<file path="src/rtl/hacd_pkg.sv">
// Shared types and constants for the hawk page-write datapath.
//   axi_wr_reqpkt_t  : page-write request (addr, 512-bit data, strobes, valids)
//   axi_wr_rdypkt_t  : AW/W ready toward the page-write manager
//   axi_wr_resppkt_t : write-completion pulse
package hacd_pkg;

    localparam int unsigned BLK_SIZE = 64;
    localparam int unsigned ADDR_W   = 64;
    localparam int unsigned DATA_W   = BLK_SIZE * 8;
    localparam int unsigned STRB_W   = BLK_SIZE;
    localparam int unsigned OFFS_W   = $clog2(BLK_SIZE);

    localparam logic [2:0] AXI_SIZE_64B    = 3'b110;
    localparam logic [1:0] AXI_BURST_INCR  = 2'b01;
    localparam logic [1:0] AXI_RESP_OKAY   = 2'b00;
    localparam logic [1:0] AXI_RESP_SLVERR = 2'b10;
    localparam logic [1:0] AXI_RESP_DECERR = 2'b11;

    typedef enum logic [1:0] {
        WR_IDLE   = 2'd0,
        WR_SEND   = 2'd1,
        WR_WAIT_B = 2'd2
    } axi_wr_state_e;

    typedef struct packed {
        logic [ADDR_W-1:0] addr;
        logic [DATA_W-1:0] data;
        logic [STRB_W-1:0] strb;
        logic              awvalid;
        logic              wvalid;
    } axi_wr_reqpkt_t;

    typedef struct packed {
        logic awready;
        logic wready;
    } axi_wr_rdypkt_t;

    typedef struct packed {
        logic bresp;
    } axi_wr_resppkt_t;

endpackage

</file>
<file path="src/rtl/hawk_axi_wr_master.sv">
// Single-outstanding AXI4 write master: turns one page-write request into one
// 512-bit single-beat AW/W pair and reports completion from the B channel.
// Ports:
//   clk_i, rst_ni            : clock, async active-low reset
//   req_i / rdy_o            : request packet in, AW/W ready out (page-write manager)
//   resp_o / err_o           : completion pulse, error pulse (bad BRESP, bad BID, misalign)
//   busy_o                   : transaction in flight
//   m_aw* / m_w* / m_b*      : AXI4 AW, W and B channels (memory side)
module hawk_axi_wr_master
    import hacd_pkg::*;
#(
    parameter int unsigned          AXI_ID_W       = 4,
    parameter logic [AXI_ID_W-1:0]  AXI_ID         = '0,
    parameter bit                   ADDR_ALIGN_CHK = 1'b1
) (
    input  logic                  clk_i,
    input  logic                  rst_ni,

    input  axi_wr_reqpkt_t        req_i,
    output axi_wr_rdypkt_t        rdy_o,
    output axi_wr_resppkt_t       resp_o,
    output logic                  err_o,
    output logic                  busy_o,

    output logic [AXI_ID_W-1:0]   m_awid,
    output logic [ADDR_W-1:0]     m_awaddr,
    output logic [7:0]            m_awlen,
    output logic [2:0]            m_awsize,
    output logic [1:0]            m_awburst,
    output logic                  m_awvalid,
    input  logic                  m_awready,

    output logic [DATA_W-1:0]     m_wdata,
    output logic [STRB_W-1:0]     m_wstrb,
    output logic                  m_wlast,
    output logic                  m_wvalid,
    input  logic                  m_wready,

    input  logic [AXI_ID_W-1:0]   m_bid,
    input  logic [1:0]            m_bresp,
    input  logic                  m_bvalid,
    output logic                  m_bready
);

    axi_wr_state_e state_q, state_d;

    logic              rdy_q,     rdy_d;
    logic              resp_q,    resp_d;
    logic              err_q,     err_d;
    logic              busy_q,    busy_d;
    logic              awvalid_q, awvalid_d;
    logic              wvalid_q,  wvalid_d;
    logic              bready_q,  bready_d;
    logic              aw_done_q, aw_done_d;
    logic              w_done_q,  w_done_d;

    logic [ADDR_W-1:0] awaddr_q;
    logic [DATA_W-1:0] wdata_q;
    logic [STRB_W-1:0] wstrb_q;

    logic              accept_c;
    logic              misalign_c;
    logic [ADDR_W-1:0] req_addr_c;
    logic              aw_hs_c;
    logic              w_hs_c;
    logic              aw_done_c;
    logic              w_done_c;
    logic              b_hs_c;
    logic              b_err_c;

    // Handshake and request qualification.
    always_comb begin
        accept_c   = (state_q == WR_IDLE) && rdy_q && req_i.awvalid && req_i.wvalid;
        misalign_c = ADDR_ALIGN_CHK && (req_i.addr[OFFS_W-1:0] != OFFS_W'(0));
        req_addr_c = req_i.addr;
        if (ADDR_ALIGN_CHK) begin
            req_addr_c = {req_i.addr[ADDR_W-1:OFFS_W], OFFS_W'(0)};
        end
        aw_hs_c    = awvalid_q && m_awready;
        w_hs_c     = wvalid_q && m_wready;
        // The second handshake counts as done in the cycle it happens.
        aw_done_c  = aw_done_q || aw_hs_c;
        w_done_c   = w_done_q || w_hs_c;
        b_hs_c     = m_bvalid && bready_q;
        b_err_c    = (m_bresp == AXI_RESP_SLVERR) || (m_bresp == AXI_RESP_DECERR) ||
                     (m_bid != AXI_ID);
    end

    // State register.
    always_ff @(posedge clk_i or negedge rst_ni) begin
        if (!rst_ni) begin
            state_q <= WR_IDLE;
        end else begin
            state_q <= state_d;
        end
    end

    // Next-state logic.
    always_comb begin
        state_d = state_q;
        unique case (state_q)
            WR_IDLE: begin
                if (accept_c) begin
                    state_d = WR_SEND;
                end
            end
            WR_SEND: begin
                if (aw_done_c && w_done_c) begin
                    state_d = WR_WAIT_B;
                end
            end
            WR_WAIT_B: begin
                if (b_hs_c) begin
                    state_d = WR_IDLE;
                end
            end
            default: state_d = WR_IDLE;
        endcase
    end

    // Next values of the registered outputs and handshake flags.
    always_comb begin
        rdy_d     = 1'b0;
        resp_d    = 1'b0;
        err_d     = 1'b0;
        busy_d    = (state_d != WR_IDLE);
        awvalid_d = awvalid_q;
        wvalid_d  = wvalid_q;
        bready_d  = (state_d == WR_WAIT_B);
        aw_done_d = 1'b0;
        w_done_d  = 1'b0;

        unique case (state_q)
            WR_IDLE: begin
                // Ready is held low for one cycle after returning to IDLE.
                rdy_d = !accept_c;
                if (accept_c) begin
                    awvalid_d = 1'b1;
                    wvalid_d  = 1'b1;
                    err_d     = misalign_c;
                end
            end
            WR_SEND: begin
                if (aw_hs_c) begin
                    awvalid_d = 1'b0;
                end
                if (w_hs_c) begin
                    wvalid_d = 1'b0;
                end
                aw_done_d = (state_d == WR_SEND) && aw_done_c;
                w_done_d  = (state_d == WR_SEND) && w_done_c;
            end
            WR_WAIT_B: begin
                if (b_hs_c) begin
                    resp_d = 1'b1;
                    err_d  = b_err_c;
                end
            end
            default: begin
                awvalid_d = 1'b0;
                wvalid_d  = 1'b0;
            end
        endcase
    end

    // Control output registers.
    always_ff @(posedge clk_i or negedge rst_ni) begin
        if (!rst_ni) begin
            rdy_q     <= 1'b0;
            resp_q    <= 1'b0;
            err_q     <= 1'b0;
            busy_q    <= 1'b0;
            awvalid_q <= 1'b0;
            wvalid_q  <= 1'b0;
            bready_q  <= 1'b0;
            aw_done_q <= 1'b0;
            w_done_q  <= 1'b0;
        end else begin
            rdy_q     <= rdy_d;
            resp_q    <= resp_d;
            err_q     <= err_d;
            busy_q    <= busy_d;
            awvalid_q <= awvalid_d;
            wvalid_q  <= wvalid_d;
            bready_q  <= bready_d;
            aw_done_q <= aw_done_d;
            w_done_q  <= w_done_d;
        end
    end

    // Payload capture; held stable until the next accepted request.
    always_ff @(posedge clk_i or negedge rst_ni) begin
        if (!rst_ni) begin
            awaddr_q <= '0;
            wdata_q  <= '0;
            wstrb_q  <= '0;
        end else if (accept_c) begin
            awaddr_q <= req_addr_c;
            wdata_q  <= req_i.data;
            wstrb_q  <= req_i.strb;
        end
    end

    assign rdy_o.awready = rdy_q;
    assign rdy_o.wready  = rdy_q;
    assign resp_o.bresp  = resp_q;
    assign err_o         = err_q;
    assign busy_o        = busy_q;

    assign m_awid    = AXI_ID;
    assign m_awaddr  = awaddr_q;
    assign m_awlen   = 8'd0;
    assign m_awsize  = AXI_SIZE_64B;
    assign m_awburst = AXI_BURST_INCR;
    assign m_awvalid = awvalid_q;

    assign m_wdata   = wdata_q;
    assign m_wstrb   = wstrb_q;
    assign m_wlast   = 1'b1;
    assign m_wvalid  = wvalid_q;

    assign m_bready  = bready_q;

endmodule

</file>
<file path="config.mk">
export PLATFORM = sky130hd
export DESIGN_NAME = hawk_axi_wr_master
export DESIGN_NICKNAME = d
export VERILOG_FILES = /design/src/rtl/hacd_pkg.sv /design/src/rtl/hawk_axi_wr_master.sv
export SDC_FILE = /design/constraint.sdc
export NUM_CORES = 1
export LEC_CHECK = 0
export ABC_CLOCK_PERIOD_IN_PS = 1900
export BUFFER_PORTS_ARGS = -buffer_cell sky130_fd_sc_hd__buf_2
export CORE_AREA = 2 2 516 518
export CTS_CLUSTER_SIZE = 24
export DETAILED_ROUTE_END_ITERATION = 8
export DIE_AREA = 0 0 518 520
export SYNTH_ARGS = -nofsm -noshare
export SYNTH_HDL_FRONTEND = slang
export SYNTH_SLANG_ARGS = --single-unit
export TNS_END_PERCENT = 10
</file>
<file path="constraint.sdc">
create_clock -name clk_i -period 1.9 [get_ports clk_i]
set_input_delay 0.19 -clock clk_i [delete_from_list [all_inputs] [get_ports clk_i]]
set_output_delay 0.19 -clock clk_i [all_outputs]
set_load 0.01 [all_outputs]
</file>
**Yosys cells after proc, flatten, opt, wreduce, memory -nomap -nowiden**

Index checks and enable logic that the tools add are counted.
Widths: inputs -> output; s select.

- Word-level logic and storage cells: 60
- Output and inout port bits: 666
- Bits of input ports: 653
- Register bits after elaboration: 645

- Reductions and logical operators: 20
- Bitwise logic cells: 1
- Mux-type cells: 17
- Equal/unequal tests: 9

Operator list:

| operator | count |
|---|---|
| $mux 1 | 10 |
| $logic_and 1x1->1 | 9 |
| $eq 2x2->1 const B | 4 |
| $mux 2 | 3 |
| $ne 2x2->1 const B | 3 |
| $pmux 1 s3 | 2 |
| $pmux 2 s3 | 1 |
| $reduce_and 3->1 | 2 |
| $reduce_bool 6->1 | 1 |
| $eq 2x1->1 const B | 2 |
| $logic_or 1x1->1 | 4 |
| $reduce_bool 4->1 | 1 |
| $logic_not 2->1 | 1 |
| $pmux 1 s2 | 1 |
| $reduce_bool 2->1 | 1 |
| $logic_not 1->1 | 1 |
| $not 1->1 | 1 |

**Longest topological paths before layout**

- Depth after elaboration: 9
- Gate-level depth with buffers: 6
- Mapped depth without buffers: 3

**Least setup slack after synthesis**

No wires, ideal clock.

- Path type: flip-flop to flip-flop
- Start: register state_q[1]
- End: register wdata_q[416] (netlist: m_wdata[416])
- Library setup time: 125 ps
- Setup slack: 314 ps
- Cell stages (with the launch flop): 6
- Data required time: 1775 ps
- Buffers on the path: 3
- Arrival: 1461 ps
- Clock period less this slack: 1586 ps
- Cell sequence: dfrtp_1 -> nor3_2 -> buf_4 -> buf_4 -> buf_4 -> mux2_2

- Word-level cells in the longest chain between the ends: 4

RTL lines:

| what | line | RTL |
|---|---|---|
| start, declared | hawk_axi_wr_master.sv:45 | `axi_wr_state_e state_q, state_d;` |
| start signal, assigned | hawk_axi_wr_master.sv:94 | `state_q <= state_d;` |
| $logic_not 2->1 | hawk_axi_wr_master.sv:73 | `accept_c = (state_q == WR_IDLE) && rdy_q && req_i.awvalid && req_i.wvalid;` |
| $logic_and 1x1->1 (3 in series) | hawk_axi_wr_master.sv:73 |  |
| end signal, assigned | hawk_axi_wr_master.sv:199 | `wdata_q <= req_i.data;` |
| end, declared | hawk_axi_wr_master.sv:58 | `logic [DATA_W-1:0] wdata_q;` |

No other way between the ends.
A chain may end at the register's enable or synchronous reset.

**Worst setup path after layout**

- Start: register rdy_q
- End: register wdata_q[400] (netlist: m_wdata[400])

- Word-level cells in the longest chain between the ends: 3

RTL lines:

| what | line | RTL |
|---|---|---|
| start, declared | hawk_axi_wr_master.sv:47 | `logic rdy_q, rdy_d;` |
| start signal, assigned | hawk_axi_wr_master.sv:179 | `rdy_q <= rdy_d;` |
| $logic_and 1x1->1 (3 in series) | hawk_axi_wr_master.sv:73 |  |

No other way between the ends.

==> results.ini <==
[global_route]
grt_overflow_total=0
track_usage_pct=13.3
grt_pass1_wl_microns=235000
grt_pass1_vias=22745
grt_max_degree=87
antenna_found_initial=334

[setup_path]
worst_path_largest_cell_delay_ps=370
cp.arrival_ps=2550
worst-path-buf-inv=3
cp_common_cell=buf_12
crit_family=buffers and inverters
crit_chain=nand3_2 > nor3_4 > buf_12 > buf_16 > buf_12 > mux2_1
setup.worst_path.class=reg2reg
cp-start-kind=register
critPathSlowestCell=dfrtp_1
cp.required_ps=2550
cp_max_fo=27
critPathCaptureType=register

[power_and_ir_drop]
switching_share_pct=23.8
p_seq_share_pct=41.1
switchingPower_mw=7.95
power_density_nw_per_um2=740
p_int_mw=25.5
pwr-share-comb_pct=8.0
p_leak_nw=23.6
vdd_drop_max_v=0.000582
power_frac_clock_pct=50.9
design_power_total_mw=33.4

[floorplanning]
fp.dieW_microns=518
placementRows=189
core_sq_um=264000
start_util_pct=9.12
die_h_microns=520
dieArea_sq_um=269000
ios=1319

[finish]
fill_cells=29027
multi_input_area_sq_um=7410
regArea_sq_um=16100
drive_above_1_share_pct=55.4
nets=4096
syn_to_final_growth_pct=87.7
stdcell_count=7195

[timing]
max_slew_margin_pct=64.6
fmax_mhz=528
period_needed_ps=1890
setup_tns_ps=0
drv_slew=0
setup_viol=0
setup_slack_ps=6.08
fin_skew_ps=49.4
hold_viol=0
period_share_pct=99.7
worst_slew_pin_slew_ps=530
rsz0062_at_grt=yes
holdWs_ps=170

[routing]
finalWirelength_microns=185000
drc=0
antenna_left=0
drt_iter0_drc=1024
wire_per_inst_microns=25.7
post_drt_via_cell_ratio=3.06
vias=22043
drtPass1Iterations=5

[clock_tree]
clk_path_buf_depth=4
h-tree-depth=3
clk_pin_slew_ps=60
clk_latency_ps=780
clock-sinks=645
cts_tree=done
cts_root_buf=clkbuf_16
numCtsBuffers=85

[synth]
yosysTopAreaCell=dfrtp_1
synth_simple_gate_area_share_pct=0.494
synth_top_family_by_area=multiplexers
synth_top_cell_area_share_pct=67.0
syn_area_sq_um=24100
yosys.area_share.xor_xnor_pct=0
ys_ff_latch=645
synth_cell_type_count=20
synthCells=1407
synth_warnings=0
synthAdderAreaFrac_pct=0
synth_compound_area_share_pct=0.203
syn_avg_cell_area_sq_um=17.1
seq_area_frac_synth_pct=67.0
muxShareOfSynthArea_pct=29.7
synth.area.top_cells=dfrtp_1 67%, mux2_2 20%, mux2_1 9.6%

[placed_design]
dpl_worst_slack_ps=-34.7
dp_hpwl_microns=161000
place_congestion=0.978
portBuffers=1293
dpl.cell_count=6236

[worst_hold_path]
holdCritPathClass=in2reg

[outcome]
status=complete, no violations

[run]
maxCapViolCount=0

per-layer routing:
layer / wire [microns] / global-route usage [%] / vias up
li1: - / - / 9249
met1: 71100 / 15.3 / 10590
met2: 75000 / 19.1 / 1505
met3: 27700 / 8.40 / 509
met4: 10100 / 6.02 / 190
met5: 1260 / 0 / -
synth_stat cells:
cell type and instances:
a21oi_1 2, buf_2 40, buf_4 56, conb_1 2
dfrtp_1 645, mux2_1 205, mux2_2 429, nand2_1 7
nand2b_1 1, nand3_1 2, nor2_1 2, nor2b_1 2
nor3_1 2, nor3_2 1, nor3b_1 3, o21ai_0 3
o2bb2ai_1 1, o31ai_1 2, or3_1 1, or4_1 1
repair_timing:
action,4_1_cts,5_1_grt
resized for setup,3,8
setup endpoints to repair,67,200
gates cloned,0,2
pin swaps,0,1
buffers inserted,0,2
endpoints found under the hold margin,1290,0
hold buffers,649,0
worst paths after layout:
kind | cells past startpoint | from | slack, ps | to
max | 6 | rdy_q | 6 | m_wdata[400]
min | 3 | req_i[56] | 170 | m_wstrb[54]
max reg2reg | 6 | rdy_q | 6 | m_wdata[400]
min reg2reg | 1 | m_wdata[216] | 480 | m_wdata[216]
max in group asynchronous | 3 | rst_ni | 750 | m_wdata[182]
min in group asynchronous | 3 | rst_ni | 180 | m_wdata[198]
power groups by stage:
stage | combinational [mW] | clock (mW) | sequential [mW]
2_1_floorplan | 0.0712 | 0 | 14.0
3_3_place_gp | 1.14 | 0 | 14.0
3_5_place_dp | 1.17 | 0 | 14.0
4_1_cts | 2.73 | 17.7 | 13.7
5_1_grt | 2.88 | 18.2 | 13.7
6_report | 2.68 | 17.0 | 13.7
cells in the final DEF (no fill, tap or decap), types with 11 or more instances in the layout:
cell type and instances:
buf_2 1292, dlygate4sd3_1 649, dfrtp_1 645, mux2_2 428, mux2_1 205, diode_2 155, clkbuf_16 88, buf_4 53
conb_1 24, buf_12 17, clkbuf_8 13, clkbuf_1 13, clkinv_2 13, bufinv_16 11
worst min-delay path: stages:
cell           delay [ps]
dlygate4sd3_1         510
buf_2                  90
mux2_2                130
registers in the layout (all words and copies together), names as in the netlist, 2 cells and up:
name,flops
m_wstrb,64
m_wdata,512
m_awaddr,58
state_q,2
cell families after synthesis:
kind of cell / count (synthesis)
AOI/OAI and AO/OA: 8
buffers and inverters: 96
DFF: 645
muxes: 634
other: 2
and+or+nand+nor: 22
metrics by stage:
stage          util, %  area (sq um)
2_1_floorplan        -         24200
3_3_place_gp      13.4         35300
3_5_place_dp      13.4         35300
4_1_cts           16.9         44700
5_1_grt           17.0         45000
6_report          17.1         45200
area by class of cell:
class / count / share of cell area, %
sequential: 645 / 35.7
timing repair buffer: 2023 / 30.8
multi-input combinational: 688 / 16.4
tap: 3533 / 9.78
clock buffer: 112 / 5.27
clock inverter: 39 / 1.17
antenna: 155 / 0.858
(Power assumes the default switching activity.)
